==> src/rtl/stage_sequencer_pkg.sv <==
// rtl/stage_sequencer_pkg.sv - shared state encodings and opcode constants for sequencing and decode control
package stage_sequencer_pkg;

  typedef enum logic [2:0] {
    ST_IDLE    = 3'd0,
    ST_FETCH   = 3'd1,
    ST_DECODE  = 3'd2,
    ST_EXECUTE = 3'd3,
    ST_MEM     = 3'd4,
    ST_WB      = 3'd5,
    ST_HALT    = 3'd6,
    ST_FAULT   = 3'd7
  } seq_state_e;

  localparam logic [6:0] OP_LOAD         = 7'b0000011;
  localparam logic [6:0] OP_STORE        = 7'b0100011;
  localparam logic [6:0] OP_BRANCH       = 7'b1100011;
  localparam logic [6:0] OP_FENCE        = 7'b0001111;
  localparam logic [6:0] OP_ECALL_EBREAK = 7'b1110011;

  function automatic logic op_is_mem(input logic [6:0] op);
    return (op == OP_LOAD) || (op == OP_STORE);
  endfunction

  // Instructions with no destination register must not strobe the register file.
  function automatic logic op_writes_rf(input logic [6:0] op);
    return !((op == OP_BRANCH) || (op == OP_STORE) ||
             (op == OP_FENCE)  || (op == OP_ECALL_EBREAK));
  endfunction

endpackage

==> src/rtl/seq_timeout_ctr.sv <==
// rtl/seq_timeout_ctr.sv - memory-ack wait counter, expired once TIMEOUT un-acked cycles are counted
module seq_timeout_ctr #(
  parameter int TIMEOUT = 255
) (
  input  logic clk,
  input  logic rst,
  input  logic clear,
  input  logic enable,
  output logic expired
);

  logic [7:0] count;

  assign expired = (count == 8'(TIMEOUT));

  // Holds at TIMEOUT so a late ack in the expiry cycle still sees a stable value.
  always_ff @(posedge clk) begin
    if (rst || clear) begin
      count <= 8'd0;
    end else if (enable && !expired) begin
      count <= count + 8'd1;
    end
  end

endmodule

==> src/rtl/stage_sequencer.sv <==
// rtl/stage_sequencer.sv - multi-cycle fetch/decode/execute/mem/wb sequencer with halt and ack-timeout fault
// Optional SEQ_PERF_CNT_EN adds a 32-bit retired-instruction counter output.
module stage_sequencer
  import stage_sequencer_pkg::*;
#(
  parameter int TIMEOUT = 255
) (
  input  logic       clk,
  input  logic       rst,
  input  logic       start,
  input  logic [6:0] opcode,
  input  logic       halt_flag,
  input  logic       imem_ack,
  input  logic       dmem_ack,
  output logic       imem_req,
  output logic       dmem_req,
  output logic       ir_we,
  output logic       control_enable,
  output logic       pc_we,
  output logic       rf_we_strobe,
  output logic [2:0] state,
  output logic       halted,
  output logic       fault
`ifdef SEQ_PERF_CNT_EN
  ,
  output logic [31:0] retired
`endif
);

  seq_state_e state_q, state_d;
  logic       timer_expired;
  logic       timer_clear;
  logic       timer_enable;

  always_ff @(posedge clk) begin
    if (rst) begin
      state_q <= ST_IDLE;
    end else begin
      state_q <= state_d;
    end
  end

  always_comb begin
    state_d = state_q;
    case (state_q)
      ST_IDLE:    if (start) state_d = ST_FETCH;
      ST_FETCH: begin
        if (imem_ack)           state_d = ST_DECODE;
        else if (timer_expired) state_d = ST_FAULT;
      end
      ST_DECODE:  state_d = ST_EXECUTE;
      ST_EXECUTE: begin
        if (halt_flag)              state_d = ST_HALT;
        else if (op_is_mem(opcode)) state_d = ST_MEM;
        else                        state_d = ST_WB;
      end
      ST_MEM: begin
        if (dmem_ack)           state_d = ST_WB;
        else if (timer_expired) state_d = ST_FAULT;
      end
      ST_WB:      state_d = ST_FETCH;
      ST_HALT:    state_d = ST_HALT;
      ST_FAULT:   state_d = ST_FAULT;
      default:    state_d = ST_IDLE;
    endcase
  end

  // Every state change clears the counter, so each FETCH/MEM visit starts at zero.
  assign timer_clear  = (state_d != state_q);
  assign timer_enable = ((state_q == ST_FETCH) && !imem_ack) ||
                        ((state_q == ST_MEM)   && !dmem_ack);

  seq_timeout_ctr #(
    .TIMEOUT (TIMEOUT)
  ) u_timeout (
    .clk     (clk),
    .rst     (rst),
    .clear   (timer_clear),
    .enable  (timer_enable),
    .expired (timer_expired)
  );

  // Outputs are masked while rst is high so nothing leaks during the reset cycle.
  always_comb begin
    imem_req       = 1'b0;
    dmem_req       = 1'b0;
    ir_we          = 1'b0;
    control_enable = 1'b0;
    pc_we          = 1'b0;
    rf_we_strobe   = 1'b0;
    halted         = 1'b0;
    fault          = 1'b0;
    state          = 3'd0;
    if (!rst) begin
      state = state_q;
      case (state_q)
        ST_FETCH: begin
          imem_req = 1'b1;
          ir_we    = imem_ack;
        end
        ST_DECODE, ST_EXECUTE: control_enable = 1'b1;
        ST_MEM: begin
          control_enable = 1'b1;
          dmem_req       = 1'b1;
        end
        ST_WB: begin
          control_enable = 1'b1;
          pc_we          = 1'b1;
          rf_we_strobe   = op_writes_rf(opcode);
        end
        ST_HALT:  halted = 1'b1;
        ST_FAULT: fault  = 1'b1;
        default: ;
      endcase
    end
  end

`ifdef SEQ_PERF_CNT_EN
  always_ff @(posedge clk) begin
    if (rst) begin
      retired <= 32'd0;
    end else if (pc_we) begin
      retired <= retired + 32'd1;
    end
  end
`endif

endmodule

==> config.mk <==
export PLATFORM = sky130hd
export DESIGN_NAME = stage_sequencer
export DESIGN_NICKNAME = d
export VERILOG_FILES = /design/src/rtl/stage_sequencer_pkg.sv /design/src/rtl/seq_timeout_ctr.sv /design/src/rtl/stage_sequencer.sv
export SDC_FILE = /design/constraint.sdc
export NUM_CORES = 1
export LEC_CHECK = 0
export ABC_AREA = 1
export ABC_CLOCK_PERIOD_IN_PS = 4900
export BUFFER_PORTS_ARGS = -buffer_cell sky130_fd_sc_hd__buf_2
export CORE_ASPECT_RATIO = 1.1
export CORE_MARGIN = 2
export CORE_UTILIZATION = 35
export CTS_CLUSTER_SIZE = 25
export DETAILED_ROUTE_END_ITERATION = 6
export PLACE_DENSITY_LB_ADDON = 0.2
export SETUP_SLACK_MARGIN = 0.1
export SYNTH_ARGS = -nofsm -noshare
export SYNTH_HDL_FRONTEND = slang
export SYNTH_HIERARCHICAL = 1
export SYNTH_SLANG_ARGS = --single-unit
==> constraint.sdc <==
create_clock -name clk -period 4.9 [get_ports clk]
set_input_delay 0.245 -clock clk [delete_from_list [all_inputs] [get_ports clk]]
set_output_delay 0.245 -clock clk [all_outputs]
set_load 0.005 [all_outputs]
Word-level counts from Yosys, hierarchy flattened
Cells that the tools add are included. W data, S select, Z words.

Logic and storage cells: 56. Output and inout port bits: 11. Input port bits: 13. Register bits: 11.

Mux-type cells: 24. Reductions and logical operators: 15. $add $sub $neg: 1. Equal/unequal tests: 14.

Operators with widths (count): $pmux W3 S8 (1); $mux W1 (17); $mux W3 (5); $eq A7 B7 Y1 const B (2); $eq A3 B3 Y1 const B (4); $add A8 B1 Y8 const B (1); $eq A8 B8 Y1 const B (1); $eq A7 B2 Y1 const B (1); $eq A7 B4 Y1 const B (1); $eq A7 B6 Y1 const B (1); $eq A3 B2 Y1 const B (2); $logic_or A1 B1 Y1 (6); $logic_not A1 Y1 (4); $reduce_or A4 Y1 (1); $eq A3 B1 Y1 const B (1); $logic_and A1 B1 Y1 (3); $logic_not A3 Y1 (1); $ne A3 B3 Y1 (1); $mux W2 (1).

Depth between registers and ports, before layout
Depth after elaboration: 7. Mapped depth: 17. Gate-level depth less buffers: 16.

By module
The synthesis kept the hierarchy.

Modules (own cells, without submodules): seq_timeout_ctr (times used 1, sequential area each 160.2 µm², cells each 72, area an instance 456.7 µm²); stage_sequencer (times used 1, sequential area each 60.1 µm², cells each 77, area an instance 407.9 µm²).

Worst setup path after synthesis
OpenSTA, ideal clock, no wires.

Kind: reg-to-reg. Start: register u_timeout.count[0]. End: register u_timeout.count[4]. Cell stages (with the launch flop): 18. Setup time: 65 ps. Period minus slack after synthesis: 1919 ps. Arrival time: 1854 ps. Setup slack: 2981 ps. Required time: 4835 ps. Cell sequence: dfxtp_1 > ha_1 > nand2_1 > nor2_1 > nand2_1 > buf_6 > inv_1 > inv_1 > nand2_1 > nand2_1 > nand2_1 > nand2_2 > nand2_2 > a21oi_2 > nand2_1 > nor2_1 > o21ai_0 > nor2_1.

Cells in the longest elaborated chain, start to end: 6. Elaborated cells on any way between the ends: 10. Those cells by class: add/sub: 1; eq/ne: 2; mux: 4; reduce/logical: 3.

RTL lines: start, declared (line seq_timeout_ctr.sv:12) `logic [7:0] count;`; start signal, assigned (line seq_timeout_ctr.sv:21) `count <= count + 8'd1;`; $eq A8 B8 Y1 * (line seq_timeout_ctr.sv:14) `assign expired = (count == 8'(TIMEOUT));`; named net timer_expired (line stage_sequencer.sv:31) `logic timer_expired;`; $mux W3 * (line stage_sequencer.sv:49, stage_sequencer.sv:59); $mux W3, on equally long branches (line stage_sequencer.sv:58, stage_sequencer.sv:48); $pmux W3 S8 * (line stage_sequencer.sv:45) `case (state_q)`; $ne A3 B3 Y1 * (line stage_sequencer.sv:69) `assign timer_clear = (state_d != state_q);`; named net timer_clear (line stage_sequencer.sv:32) `logic timer_clear;`; $logic_or A1 B1 Y1 * (line seq_timeout_ctr.sv:18) `if (rst || clear) begin`.

Mark *: on every way through the listed nets, which the timed path passes. The rest lies on a longest branch. A chain may end at the register's enable or synchronous reset.

Final worst setup path
Ends and elaborated chain as after synthesis.

==> impl_metrics.csv <==
group,metric,value,unit
sta,fin_crit_sh,47.7,%
clock_network,numCtsBuffers,3,
sta,fin_crit,2340,ps
global_route,grt_pass1_wl,3520,um
clock_network,cts_setup_buffers,0,
synth,yosysMostFrequentCell,"nand2_1",
global_route,antenna_found_initial,0,
clock_network,cts_tree,"yes",
die,ioPinCount,24,
sta,finalSetupViolCount,0,
route,wl_per_cell,10.0,um
critical_path,path_max_fanout,11,
synth,synth-seq-cells,11,
synth,synth-edff-count,0,
layout,nets,187,
sta,fmax,0.428,GHz
run_status,status,"finished, final reports clean",
placement,port_buffers,23,
layout,antenna_cells,0,
route,ant_nets,0,
route,viasPerCell,4.71,
sta,drv_slew,0,
power,p_per_area,287,nW/um^2
clock_network,ctsHoldBuffers,0,
clock_network,cts_resized,0,
clock_network,cts_sinks,11,
power,leakage,0.505,nW
placement,dp_hpwl,1600,um
sta,worst_slew_pin_slew,1020,ps
synth,synth_area,865,um^2
global_route,grt_max_degree,16,
clock_network,cts_max_path_buffers,2,
synth,synth_top_flop_cell,"dfxtp_1",
route,drt-total-wl,2030,um
route,firstDrtPassIters,4,
global_route,grt_usage,15.7,%
clock_network,worstSkewPairLatency,270,ps
sta,rsz0062_at_grt,"false",
synth,synth.top_cell.area_share,25.5,%
layout,drive_above_1_share,25.0,%
layout,fill_cells,267,
global_route,grt_overflow,0,
critical_path,worstPathRequired,5110,ps
clock_network,clockRootBuffer,"clkbuf_4",
sta,finalHoldViolCount,0,
critical_path,path_class,"reg -> reg",
synth,synth.area.top_cells,"dfxtp_1, nand2_1, nor2_1",
placement,place.gp.congestion,0.883,
sta,slew_headroom,31.1,%
power,p_total,0.291,mW
power,ir_drop,0.214,mV
min_path,holdCritPathClass,"in -> reg",
synth,synthArstFlopShare,0,%
clock_network,htree_levels,1,
synth,postSynthCellCount,149,
die,die_h,56.1,um
die,start_util,37.6,%
route,vias,952,
die,core,2300,um^2
die,fp.dieW,51.4,um
sta,final.setup_skew,7.71,ps
sta,fin_setup_tns,0,ps
synth,seq_area_frac_synth,25.5,%
synth,synth.distinct_cells,22,
global_route,grt_pass1_vias,854,
critical_path,worst_setup_path_end_kind,"flop",
critical_path,arrival,2550,ps
synth,synth_warnings,6,
synth,synth_top_cell_by_area,"dfxtp_1",
die,fp-row-count,18,
synth,synth_common_cells,"nand2_1, nor2_1, inv_1, dfxtp_1, nand3_1",
die,die-area,2880,um^2
layout,synthToLayoutAreaGrowth,17.2,%
synth,syn_nets,163,
route,drtIter0Drc,9,
flow_run,max-cap-violations,0,
critical_path,setup.worst_path.start_class,"flop",
route,drc,0,
synth,syn_area_per_cell,5.80,um^2
clock_network,cts.clk_slew.worst_paths,70,ps
[sequential cells by signal (all words and copies together) (netlist names)]
signal           count
state_q              3
u_timeout/count      8
[critical path: stages (launching register included)]
cell,delay [ps]
dfxtp_1,330
ha_1,230
nand2_1,90
nor2_1,40
nand2_1,260
inv_1,160
inv_1,80
nand2_1,40
nand2_1,60
nand2_1,50
nand2_2,70
nand2_2,50
a21oi_2,120
nand2_1,80
nor2_1,370
o21ai_0,160
nor2_1,100
[kinds of logic after synthesis]
logic type	synth area share, %
buf+inv	12.2
simple gates	51.5
flops	25.5
compound gates	9.41
fa+ha+maj	1.45
[stage by stage]
stage / util (%) / hold WS (ps) / instances / area (um^2) / setup WS (ps)
floorplan: - / 323 / 149 / 865 / 2980
global placement: 43.0 / 497 / 198 / 987 / 2650
detailed placement: 43.0 / 512 / 198 / 987 / 2570
CTS: 44.1 / 316 / 202 / 1010 / 2570
global route: 44.1 / 349 / 202 / 1010 / 2250
finish: 44.1 / 331 / 202 / 1010 / 2560
[path summary, 6_finish.rpt]
check | start | to | slack [ps] | depth (start not counted)
worst max register to register | u_timeout/count[0] | u_timeout/count[4] | 2560 | 16
worst max-delay path | u_timeout/count[0] | u_timeout/count[4] | 2560 | 16
worst min register to register | u_timeout/count[1] | u_timeout/count[1] | 520 | 2
worst min-delay path | start | state_q[0] | 330 | 5
[where the power goes]
group	switching [mW]	internal [mW]	total, mW
clock network	0.0296	0.0315	0.0610
registers	0.0153	0.0976	0.113
logic	0.0732	0.0439	0.117
total	0.118	0.173	0.291
[cell usage in the layout (no fill, tap or decap), drive strengths merged]
cell type	netlist	layout
a211oi	1	1
a21oi	8	8
buf	4	23
clkbuf	0	4
dfxtp	11	11
ha	1	1
inv	20	20
nand2	42	42
nand3	11	11
nand3b	2	2
nand4	2	2
nor2	35	35
nor3	5	5
nor3b	1	1
o21ai	6	6
[final cells by class]
cell class | count | area (um^2) | area share [%]
multi-input combinational | 114 | 539 | 53.2
sequential | 11 | 220 | 21.7
timing repair buffer | 23 | 115 | 11.4
inverter | 20 | 75.1 | 7.41
tap | 30 | 37.5 | 3.70
clock buffer | 4 | 26.3 | 2.59
[per-layer routing]
metal  vias up  global-route usage [%]  wire, um
met2        17                    25.5      1030
li1        513                       -         -
met3         2                    4.30        80
met5         -                       0         0
met4         0                    7.14        21
met1       420                    19.0       896
No activity file was read; power rests on OpenSTA's default activity.
